<file path="src/rtl/uart_pkg.sv">
// Shared UART definitions: receiver FSM states, frame width and the
// baud divisor function used by both the receiver and the transmitter.
package uart_pkg;

  localparam int DATA_BITS = 8;

  typedef enum logic [2:0] {
    IDLE       = 3'd0,
    START      = 3'd1,
    DATA       = 3'd2,
    STOP       = 3'd3,
    BREAK_WAIT = 3'd4
  } rx_state_t;

  // Clocks per oversample tick, rounded to the nearest integer.
  function automatic int uart_divisor(input int clk_freq_hz,
                                      input int baud_rate,
                                      input int oversample);
    longint num;
    longint den;
    den = longint'(baud_rate) * longint'(oversample);
    num = longint'(clk_freq_hz) + den / 2;
    return int'(num / den);
  endfunction

endpackage

</file>
<file path="src/rtl/uart_tick_gen.sv">
// Free-running clock divider producing a one-cycle tick every DIVISOR clocks,
// with a synchronous clear that restarts the count from zero.
module uart_tick_gen #(
  parameter int DIVISOR = 11
) (
  input  logic clk,
  input  logic reset,
  input  logic clear,
  output logic tick
);

  localparam int CW = (DIVISOR > 1) ? $clog2(DIVISOR) : 1;
  localparam logic [CW-1:0] LAST = CW'(DIVISOR - 1);

  logic [CW-1:0] count;

  always_ff @(posedge clk) begin
    if (reset || clear) begin
      count <= '0;
    end else if (count == LAST) begin
      count <= '0;
    end else begin
      count <= count + 1'b1;
    end
  end

  assign tick = (count == LAST);

endmodule

</file>
<file path="src/rtl/uart_receiver.sv">
// 8N1 UART receiver with 16x oversampling, a 2-FF input synchronizer and a
// valid/ready holding register with frame and overrun error pulses.
module uart_receiver
  import uart_pkg::*;
#(
  parameter int CLK_FREQ_HZ = 20000000,
  parameter int BAUD_RATE   = 115200,
  parameter int OVERSAMPLE  = 16
) (
  input  logic                 clk,
  input  logic                 reset,
  input  logic                 uart_rx,
  output logic [DATA_BITS-1:0] rx_data,
  output logic                 rx_valid,
  input  logic                 rx_ready,
  output logic                 rx_busy,
  output logic                 frame_error,
  output logic                 overrun_error
);

  localparam int DIVISOR = uart_divisor(CLK_FREQ_HZ, BAUD_RATE, OVERSAMPLE);
  localparam int TW      = $clog2(OVERSAMPLE);
  localparam int BW      = $clog2(DATA_BITS);
  localparam logic [TW-1:0] TICK_HALF = TW'(OVERSAMPLE / 2 - 1);
  localparam logic [TW-1:0] TICK_LAST = TW'(OVERSAMPLE - 1);
  localparam logic [BW-1:0] BIT_LAST  = BW'(DATA_BITS - 1);

  logic rx_meta;
  logic rx_s;

  rx_state_t state;
  rx_state_t state_next;
  logic [TW-1:0] tick_cnt;
  logic [TW-1:0] tick_cnt_next;
  logic [BW-1:0] bit_idx;
  logic [BW-1:0] bit_idx_next;
  logic [DATA_BITS-1:0] shift;
  logic [DATA_BITS-1:0] shift_next;

  logic tick;
  logic div_clear;
  logic stop_sample;
  logic deliver;
  logic frame_bad;

  // The line idles high, so the synchronizer resets to 1 to avoid a false start.
  always_ff @(posedge clk) begin
    if (reset) begin
      rx_meta <= 1'b1;
      rx_s    <= 1'b1;
    end else begin
      rx_meta <= uart_rx;
      rx_s    <= rx_meta;
    end
  end

  uart_tick_gen #(
    .DIVISOR(DIVISOR)
  ) u_tick_gen (
    .clk  (clk),
    .reset(reset),
    .clear(div_clear),
    .tick (tick)
  );

  always_ff @(posedge clk) begin
    if (reset) begin
      state    <= IDLE;
      tick_cnt <= '0;
      bit_idx  <= '0;
      shift    <= '0;
    end else begin
      state    <= state_next;
      tick_cnt <= tick_cnt_next;
      bit_idx  <= bit_idx_next;
      shift    <= shift_next;
    end
  end

  always_comb begin
    state_next    = state;
    tick_cnt_next = tick_cnt;
    bit_idx_next  = bit_idx;
    shift_next    = shift;
    div_clear     = 1'b0;
    stop_sample   = 1'b0;

    case (state)
      IDLE: begin
        tick_cnt_next = '0;
        if (!rx_s) begin
          state_next = START;
          div_clear  = 1'b1;
        end
      end

      // A start bit still low at mid-bit is genuine; otherwise it was a glitch.
      START: begin
        if (tick) begin
          if (tick_cnt == TICK_HALF) begin
            tick_cnt_next = '0;
            if (!rx_s) begin
              state_next   = DATA;
              bit_idx_next = '0;
            end else begin
              state_next = IDLE;
            end
          end else begin
            tick_cnt_next = tick_cnt + 1'b1;
          end
        end
      end

      DATA: begin
        if (tick) begin
          if (tick_cnt == TICK_LAST) begin
            tick_cnt_next       = '0;
            shift_next[bit_idx] = rx_s;
            if (bit_idx == BIT_LAST) begin
              state_next = STOP;
            end else begin
              bit_idx_next = bit_idx + 1'b1;
            end
          end else begin
            tick_cnt_next = tick_cnt + 1'b1;
          end
        end
      end

      STOP: begin
        if (tick) begin
          if (tick_cnt == TICK_LAST) begin
            tick_cnt_next = '0;
            stop_sample   = 1'b1;
            state_next    = rx_s ? IDLE : BREAK_WAIT;
          end else begin
            tick_cnt_next = tick_cnt + 1'b1;
          end
        end
      end

      // A held-low line must return high before another start can be seen.
      BREAK_WAIT: begin
        if (rx_s) begin
          state_next = IDLE;
        end
      end

      default: begin
        state_next = IDLE;
      end
    endcase
  end

  assign deliver   = stop_sample && rx_s;
  assign frame_bad = stop_sample && !rx_s;
  assign rx_busy   = (state != IDLE);

  // Holding register: a full, unaccepted register keeps its byte and the new one is dropped.
  always_ff @(posedge clk) begin
    if (reset) begin
      rx_data       <= '0;
      rx_valid      <= 1'b0;
      frame_error   <= 1'b0;
      overrun_error <= 1'b0;
    end else begin
      frame_error   <= frame_bad;
      overrun_error <= 1'b0;
      if (deliver) begin
        if (!rx_valid || rx_ready) begin
          rx_data  <= shift;
          rx_valid <= 1'b1;
        end else begin
          overrun_error <= 1'b1;
        end
      end else if (rx_valid && rx_ready) begin
        rx_valid <= 1'b0;
      end
    end
  end

endmodule

</file>
<file path="config.mk">
export PLATFORM = sky130hd
export DESIGN_NAME = uart_receiver
export DESIGN_NICKNAME = d
export VERILOG_FILES = /design/src/rtl/uart_pkg.sv /design/src/rtl/uart_tick_gen.sv /design/src/rtl/uart_receiver.sv
export SDC_FILE = /design/constraint.sdc
export NUM_CORES = 1
export LEC_CHECK = 0
export ABC_AREA = 0
export BUFFER_PORTS_ARGS = -buffer_cell sky130_fd_sc_hd__buf_2
export CAP_MARGIN = 5
export CORE_UTILIZATION = 35
export CTS_CLUSTER_SIZE = 12
export DETAILED_ROUTE_END_ITERATION = 6
export PLACE_DENSITY = 0.5
export REMOVE_ABC_BUFFERS = 1
export SLEW_MARGIN = 20
export SYNTH_ARGS = -nofsm -noshare
export SYNTH_HDL_FRONTEND = slang
export SYNTH_SLANG_ARGS = --single-unit
</file>
<file path="constraint.sdc">
create_clock -name clk -period 2.4 [get_ports clk]
set_input_delay 0.24 -clock clk [delete_from_list [all_inputs] [get_ports clk]]
set_output_delay 0.24 -clock clk [all_outputs]
set_load 0.05 [all_outputs]
</file>
==> qor.tcl, run 1 <==
set qor(crit_chain) {inv_1 -> ha_1 -> and3b_1 -> nand4_2 -> mux2i_1 -> nor2_1}
set qor(postRouteWirelength_um) 3261
set qor(worst_ir_drop_vdd_uv) 208.2
set qor(timing.hold.worst.class) {in2reg}
set qor(max_slew.worst_pin.slew_ns) 0.5275
set qor(vias) 1277
set qor(crit_arrival_ns) 2.13
set qor(grt.total_usage_pct) 14.88
set qor(p_leak_nw) 0.8058
set qor(critical_path_peak_fanout) 15
set qor(finished_core_util_pct) 41.44
set qor(critical_path.max_stage_delay_ns) 0.50
set qor(chipHeight_um) 69.36
set qor(antenna_found_initial) 0
set qor(timing.rr.start) {u_tick_gen.count[0]}
set qor(result_of_the_run) {complete, no violations}
set qor(power_density_nw_per_um2) 614.2
set qor(count_of_flip_flops_with_a_built_in_enable_after_synthesis) 0
set qor(post-cts-setup-buffers) 0
set qor(std_cell_rows) 24
set qor(ctsHtreeMaxLevel) 2
set qor(timing.setup.critical_path_class) {reg2reg}
set qor(critPathSlowestCell) {sky130_fd_sc_hd__and3b_1}
set qor(netlist-cell-type-count) 43
set qor(r2r_cells) 6
set qor(floorplan.die_area_um2) 4810
set qor(clk_latency_ns) 0.29
set qor(area_growth_syn_to_layout_pct) 13.63
set qor(cts_tree) {built}
set qor(finalWeightedCongestion) 0.7440
set qor(setup_tns_ns) 0
set qor(antenna_violating_nets_post_route) 0
set qor(regToRegEndpoint) {rx_data[0]}
set qor(wl_per_cell_um) 13.82
set qor(globalRouteOverflowTotal) 0
set qor(ys_dominant_reg_cell) {sky130_fd_sc_hd__dfxtp_1}
set qor(register_bit_total_from_synthesis) 35
set qor(top_area_cells_in_the_synthesized_netlist) {sky130_fd_sc_hd__dfxtp_1, sky130_fd_sc_hd__mux2i_1, sky130_fd_sc_hd__nor2_1}
set qor(max-clock-path-buffers) 2
set qor(clock_sinks) 35
set qor(diodes) 0
set qor(starting_density_pct) 36.47
set qor(kind_of_end_point_of_the_critical_path) {flip-flop}
set qor(synth-seq-area-share_pct) 44.13
set qor(maxSlewViolCount) 0
set qor(cts_root_buf) {sky130_fd_sc_hd__clkbuf_8}
set qor(cp-startpoint) {u_tick_gen.count[0]}
set qor(post_cts_resize_count) 0
set qor(drt-vias-per-instance) 5.411
set qor(yosys_warnings) 0
set qor(grt_pass1_vias) 1218
set qor(synthesis.area_um2) 1588
set qor(maxCapViolations) 0
set qor(synth_area_leader_cell) {sky130_fd_sc_hd__dfxtp_1}
set qor(detailedRoute.firstPassIterationCount) 5
set qor(timing.slew.headroom_pct) 64.83
set qor(placement.io_buffers) 15
set qor(async_flop_share_pct) 0
set qor(worstHoldEndpoint) {rx_meta}
set qor(drc_errors) 0
set qor(timing.critical_path.from_type) {flip-flop}
set qor(yosys.area.top_type_share_pct) 44.13
set qor(postSynthCellCount) 169
set qor(rsz0062_at_grt) {false}
set qor(worst-endpoint-required_ns) 2.57
set qor(part_of_the_cycle_the_worst_path_needs_pct) 81.72
set qor(number_of_cells_on_the_worst_hold_path) 2
set qor(drt_iter0_drc) 77
set qor(pin_count_of_the_biggest_net_entering_global_routing) 22
set qor(finish.net_count) 192
set qor(fp.coreArea_um2) 4354
set qor(cts_made_buffers) 5
set qor(grt_first_pass_wirelength_um) 5671
set qor(final_hold_viol_count) 0
set qor(fin_skew_ns) 0.003579
set qor(drive_gt1_share_pct) 17.93
set qor(die_width_um) 69.36
set qor(num_io_pins) 16
set qor(timing.final.setup_violations) 0
set qor(fmaxAchievable_ghz) 0.5099
set qor(filler_cell_count_in_the_final_layout) 416
set qor(clk_transition_reported_paths_ns) 0.07
set qor(final.min_clock_period_ns) 1.961
set qor(mean_instance_size_in_the_synthesized_netlist_um2) 9.395
set qor(worstHoldStart) {uart_rx}
set qor(r2r_slack_ns) 0.44
set qor(place_hpwl_um) 2288
set qor(post_cts_hold_buffer_count) 0
==> power by group <==
part	switching (W)	internal [W]	total, W
logic	0.0000217	0.0000141	0.0000358
registers	0.00000834	0.000587	0.000596
clock network	0.000216	0.000261	0.000477
total	0.000246	0.000862	0.00111
==> cells by family (layout without fill, tap and decap cells) <==
| kind of cell | after synthesis | in the layout | synth area share, % |
|---|---|---|---|
| compound gates | 25 | 25 | 10.87 |
| xor+xnor | 3 | 3 | 1.655 |
| fa+ha+maj | 5 | 5 | 3.940 |
| buf+inv | 13 | 28 | 3.388 |
| flops | 35 | 35 | 44.13 |
| mux | 18 | 18 | 11.50 |
| simple gates | 70 | 70 | 24.51 |
==> critical path, delay by kind of cell (launching register included) <==
kind,cells,cell delay (ns)
adder cells (fa/ha/maj),1,0.16
buffers and inverters,1,0.06
flip-flops,1,0.34
multiplexers,1,0.28
AND/OR/NAND/NOR,3,0.99
==> layout make-up <==
type | count | area (um^2) | area share (%)
Clock inverter | 1 | 7.507 | 0.4161
Sequential cell | 35 | 700.7 | 38.83
Clock buffer | 7 | 96.34 | 5.340
Tap cell | 52 | 65.06 | 3.606
Multi-Input combinational cell | 121 | 833.3 | 46.19
Inverter | 3 | 11.26 | 0.6241
Timing Repair Buffer | 17 | 90.09 | 4.993
==> layer usage <==
layer | track usage, % | up-vias | part of all wire [%]
met1 | 19.09 | 599 | 49
met4 | 6.803 | 0 | 2.1
met2 | 22.65 | 28 | 44
li1 | - | 641 | -
met5 | 0 | - | 0
met3 | 4.797 | 9 | 4.4
==> stage by stage <==
step / total power (W) / hold WS (ns) / std cells / instance area (um^2) / setup WS (ns)
floorplan: 0.0006261 / 0.3091 / 159 / 1545 / 0.6706
global placement: 0.0006433 / 0.3933 / 228 / 1700 / 0.5474
detailed placement: 0.0006449 / 0.3932 / 228 / 1700 / 0.4677
CTS: 0.001125 / 0.1209 / 236 / 1804 / 0.4296
global route: 0.001158 / 0.1174 / 236 / 1804 / 0.2501
finish: 0.001108 / 0.1289 / 236 / 1804 / 0.4388
==> layout by cell type (no fill, tap or decap), drive strengths merged, types with 2 or more instances in the layout <==
cell	Yosys	final
a21oi	7	7
a22o	3	3
a22oi	2	2
and3	2	2
and3b	2	2
and4b	2	2
buf	4	17
clkbuf	6	7
dfxtp	35	35
ha	5	5
inv	3	3
mux2	2	2
mux2i	16	16
nand2	3	3
nand3	2	2
nand3b	2	2
nand4	9	9
nor2	30	30
nor2b	3	3
nor4	4	4
nor4bb	2	2
o21ai	4	4
o21bai	2	2
or2	2	2
or3	3	3
xnor2	2	2
==> sequential cells by signal, indices dropped and copies added (netlist names) <==
signal and flops:
bit_idx 3, frame_error 1, overrun_error 1, rx_data 8
rx_meta 1, rx_s 1, rx_valid 1, shift 8
state 3, tick_cnt 4, u_tick_gen.count 4
==> synth_stat cells, types with 2 or more instances <==
cell and count:
sky130_fd_sc_hd__mux2i_1 16, sky130_fd_sc_hd__a22oi_1 2, sky130_fd_sc_hd__nor2b_1 3, sky130_fd_sc_hd__nor4bb_1 2, sky130_fd_sc_hd__ha_1 5, sky130_fd_sc_hd__dfxtp_1 35, sky130_fd_sc_hd__o21ai_0 3, sky130_fd_sc_hd__nand3_1 2
sky130_fd_sc_hd__xnor2_1 2, sky130_fd_sc_hd__a21oi_1 7, sky130_fd_sc_hd__nand4_1 8, sky130_fd_sc_hd__buf_2 4, sky130_fd_sc_hd__a22o_1 3, sky130_fd_sc_hd__clkbuf_1 6, sky130_fd_sc_hd__inv_1 3, sky130_fd_sc_hd__nor4_1 4
sky130_fd_sc_hd__and3b_1 2, sky130_fd_sc_hd__nor2_1 30, sky130_fd_sc_hd__or3_1 2, sky130_fd_sc_hd__and4b_1 2, sky130_fd_sc_hd__nand3b_1 2, sky130_fd_sc_hd__or2_2 2, sky130_fd_sc_hd__mux2_2 2, sky130_fd_sc_hd__nand2_1 3
==> worst max path at each step <==
| stage | to | cells after the start |
|---|---|---|
| after global placement | tick_cnt[3] | 6 |
| after detailed placement | rx_data[6] | 6 |
| final | rx_data[0] | 6 |
| after global routing | rx_data[0] | 6 |
| after floorplan | tick_cnt[3] | 6 |
| after CTS | rx_data[6] | 6 |
No activity file was read; power rests on OpenSTA's default activity.
==> inputs of run 2 (changes only) <==
--- a/config.mk
+++ b/config.mk
@@ -5,7 +5,7 @@
 export SDC_FILE = /design/constraint.sdc
 export NUM_CORES = 1
 export LEC_CHECK = 0
-export ABC_AREA = 0
+export ABC_AREA = 1
 export BUFFER_PORTS_ARGS = -buffer_cell sky130_fd_sc_hd__buf_2
 export CAP_MARGIN = 5
 export CORE_UTILIZATION = 35
==> constraint.sdc (replaced) <==
create_clock -name clk -period 2.1 [get_ports clk]
set_input_delay 0.21 -clock clk [delete_from_list [all_inputs] [get_ports clk]]
set_output_delay 0.21 -clock clk [all_outputs]
set_load 0.05 [all_outputs]
==> run 2 against run 1 <==
First-iteration DRC count shrank 22%. Final area grew 7.1%. Via count grew 14%. Synthesized area grew 8.0%. Clock-buffer cell count grew 1. Core utilization shrank 0.54 points. Cell count grew 40%. Largest cell class unchanged.
==> qor.tcl, run 2 <==
set qor(wl_per_cell_um) 9.843
set qor(most_common_library_cell_in_the_layout_ignoring_fill_and_taps) {sky130_fd_sc_hd__nand2_1}
set qor(starting_density_pct) 36.32
set qor(antenna_violating_nets_post_route) 0
set qor(critPathSlowestCell) {sky130_fd_sc_hd__dfxtp_1}
set qor(maxCapViolations) 0
set qor(final.min_clock_period_ns) 1.604
set qor(globalRouteOverflowTotal) 0
set qor(timing.slew.headroom_pct) 72.68
set qor(drc_errors) 0
set qor(max_slew.worst_pin.slew_ns) 0.4092
set qor(fin_skew_ns) 0.005885
set qor(diodes) 0
set qor(post-cts-setup-buffers) 0
set qor(grt.total_usage_pct) 14.17
set qor(yosys_warnings) 0
set qor(floorplan.die_area_um2) 5185
set qor(place_hpwl_um) 2343
set qor(netlist-cell-type-count) 28
set qor(r2r_cells) 8
set qor(worst_ir_drop_vdd_uv) 434.4
set qor(power_density_nw_per_um2) 911.7
set qor(worst-endpoint-required_ns) 2.26
set qor(clk_latency_ns) 0.28
set qor(number_of_cells_on_the_worst_hold_path) 2
set qor(count_of_flip_flops_with_a_built_in_enable_after_synthesis) 0
set qor(worstHoldEndpoint) {rx_meta}
set qor(grt_pass1_vias) 1292
set qor(dpl-instance-area_um2) 1832
set qor(most_frequent_cells_in_the_layout) {sky130_fd_sc_hd__nand2_1, sky130_fd_sc_hd__nor2_1, sky130_fd_sc_hd__dfxtp_1}
set qor(yosys.area.top_type_share_pct) 40.85
set qor(yosys-top-cells-count) {sky130_fd_sc_hd__nand2_1, sky130_fd_sc_hd__nor2_1, sky130_fd_sc_hd__dfxtp_1}
set qor(regToRegEndpoint) {shift[6]}
set qor(result_of_the_run) {complete, no violations}
set qor(r2r_slack_ns) 0.50
set qor(timing.final.setup_violations) 0
set qor(crit_chain) {ha_1 -> nand3_1 -> inv_1 -> nand2_1 -> nor2_4 -> nand3_1 -> nand2_1 -> a21oi_1}
set qor(ys_dominant_reg_cell) {sky130_fd_sc_hd__dfxtp_1}
set qor(synthesis.area_um2) 1715
set qor(finalWeightedCongestion) 0.8087
set qor(timing.hold.worst.class) {in2reg}
set qor(timing.rr.start) {tick_cnt[0]}
set qor(largest_registers_ranked_by_flip_flop_count) {rx_data (8), shift (8)}
set qor(maxSlewViolCount) 0
set qor(crit_arrival_ns) 1.77
set qor(drive_gt1_share_pct) 14.39
set qor(timing.critical_path.max_delay_family) {simple AND/OR/NAND/NOR gates}
set qor(std_cell_rows) 25
set qor(top_area_cells_in_the_synthesized_netlist) {sky130_fd_sc_hd__dfxtp_1, sky130_fd_sc_hd__nand2_1, sky130_fd_sc_hd__nor2_1}
set qor(die_width_um) 72.01
set qor(critical_path_peak_fanout) 16
set qor(max-clock-path-buffers) 2
set qor(postRouteWirelength_um) 3258
set qor(timing.critical_path.from_type) {flip-flop}
set qor(post-route-cell-area_um2) 1932
set qor(final_hold_viol_count) 0
set qor(num_io_pins) 16
set qor(synth_area_leader_cell) {sky130_fd_sc_hd__dfxtp_1}
set qor(post_cts_hold_buffer_count) 0
set qor(clock_sinks) 35
set qor(setup_tns_ns) 0
set qor(cts_root_buf) {sky130_fd_sc_hd__clkbuf_8}
set qor(placement.io_buffers) 15
set qor(mean_instance_size_in_the_synthesized_netlist_um2) 6.945
set qor(timing.critical_path.buf_inv) 1
set qor(ctsHtreeMaxLevel) 2
set qor(part_of_the_cycle_the_worst_path_needs_pct) 76.39
set qor(drt_iter0_drc) 60
set qor(post_cts_resize_count) 0
set qor(register_bit_total_from_synthesis) 35
set qor(postSynthCellCount) 247
set qor(grt_first_pass_wirelength_um) 5727
set qor(vias) 1461
set qor(pin_count_of_the_biggest_net_entering_global_routing) 17
set qor(finish.net_count) 272
set qor(rsz0062_at_grt) {false}
set qor(area_growth_syn_to_layout_pct) 12.62
set qor(drt-vias-per-instance) 4.414
set qor(p_leak_nw) 0.9020
set qor(antenna_found_initial) 0
set qor(worstHoldStart) {uart_rx}
set qor(cts_tree) {built}
set qor(synth-seq-area-share_pct) 40.85
set qor(async_flop_share_pct) 0
set qor(cts_made_buffers) 5
set qor(fp.coreArea_um2) 4723
set qor(detailedRoute.firstPassIterationCount) 4
set qor(fmaxAchievable_ghz) 0.6234
set qor(critical_path.max_stage_delay_ns) 0.40
set qor(chipHeight_um) 72.01
set qor(timing.setup.critical_path_class) {reg2reg}
set qor(clk_transition_reported_paths_ns) 0.07
set qor(kind_of_end_point_of_the_critical_path) {flip-flop}
set qor(yosysMostFrequentCell) {sky130_fd_sc_hd__nand2_1}
[run 2: cell types whose count changed in the layout (fill, tap and decap cells not counted), moves of 7 or more]
cell and change:
sky130_fd_sc_hd__inv_1 +18, sky130_fd_sc_hd__a21oi_1 +7, sky130_fd_sc_hd__nor2_1 +13, sky130_fd_sc_hd__mux2i_1 -16
sky130_fd_sc_hd__nand3_1 +20, sky130_fd_sc_hd__nand2_1 +61
[run 2: logic make-up after synthesis]
kind of cell	after synthesis	synth area share, %
flops	35	40.85
xor+xnor	2	1.021
buf+inv	34	9.045
compound gates	21	6.710
simple gates	150	38.73
fa+ha+maj	5	3.647
[run 2: worst max-delay path by stage]
| stage | from | to | slack [ns] | depth (start not counted) |
|---|---|---|---|---|
| final | tick_cnt[0] | shift[6] | 0.50 | 8 |
| after global routing | tick_cnt[0] | shift[2] | 0.27 | 7 |
| after CTS | tick_cnt[0] | shift[6] | 0.48 | 8 |
| after detailed placement | tick_cnt[0] | shift[4] | 0.51 | 8 |
| after global placement | tick_cnt[0] | shift[6] | 0.52 | 8 |
| after floorplan | state[2] | tick_cnt[2] | 0.62 | 5 |
[run 2: layer usage]
layer | track usage [%] | part of all wire [%]
met1 | 18.12 | 53
met2 | 22.01 | 42
met3 | 4.167 | 3.6
met4 | 6.536 | 1.3
met5 | 0 | 0
[run 2: power breakdown]
group          internal (W)  switching, W
sequential         0.000726     0.0000863
combinational      0.000133      0.000288
clock              0.000299      0.000230
total               0.00116      0.000604
[run 2: stage by stage]
stage          util [%]  std cells  hold WS (ns)  setup slack, ns  total power [W]
2_1_floorplan         -        239        0.2791           0.6171         0.001145
3_5_place_dp      38.78        323        0.3957           0.5086         0.001246
5_1_grt           40.90        331        0.1081           0.2713         0.001889
4_1_cts           40.90        331       0.09844           0.4776         0.001783
6_report          40.90        331        0.1126           0.4958         0.001761
3_3_place_gp      38.78        323        0.3919           0.5246         0.001254
[run 2: cell type report]
class / instances / area [um^2]
clock buffers: 8 / 100.1
fillers: 510 / 2791
well taps: 67 / 83.83
multi-input cells: 178 / 859.6
flip-flops and latches: 35 / 700.7
inverters: 26 / 97.59
repair buffers: 17 / 90.09
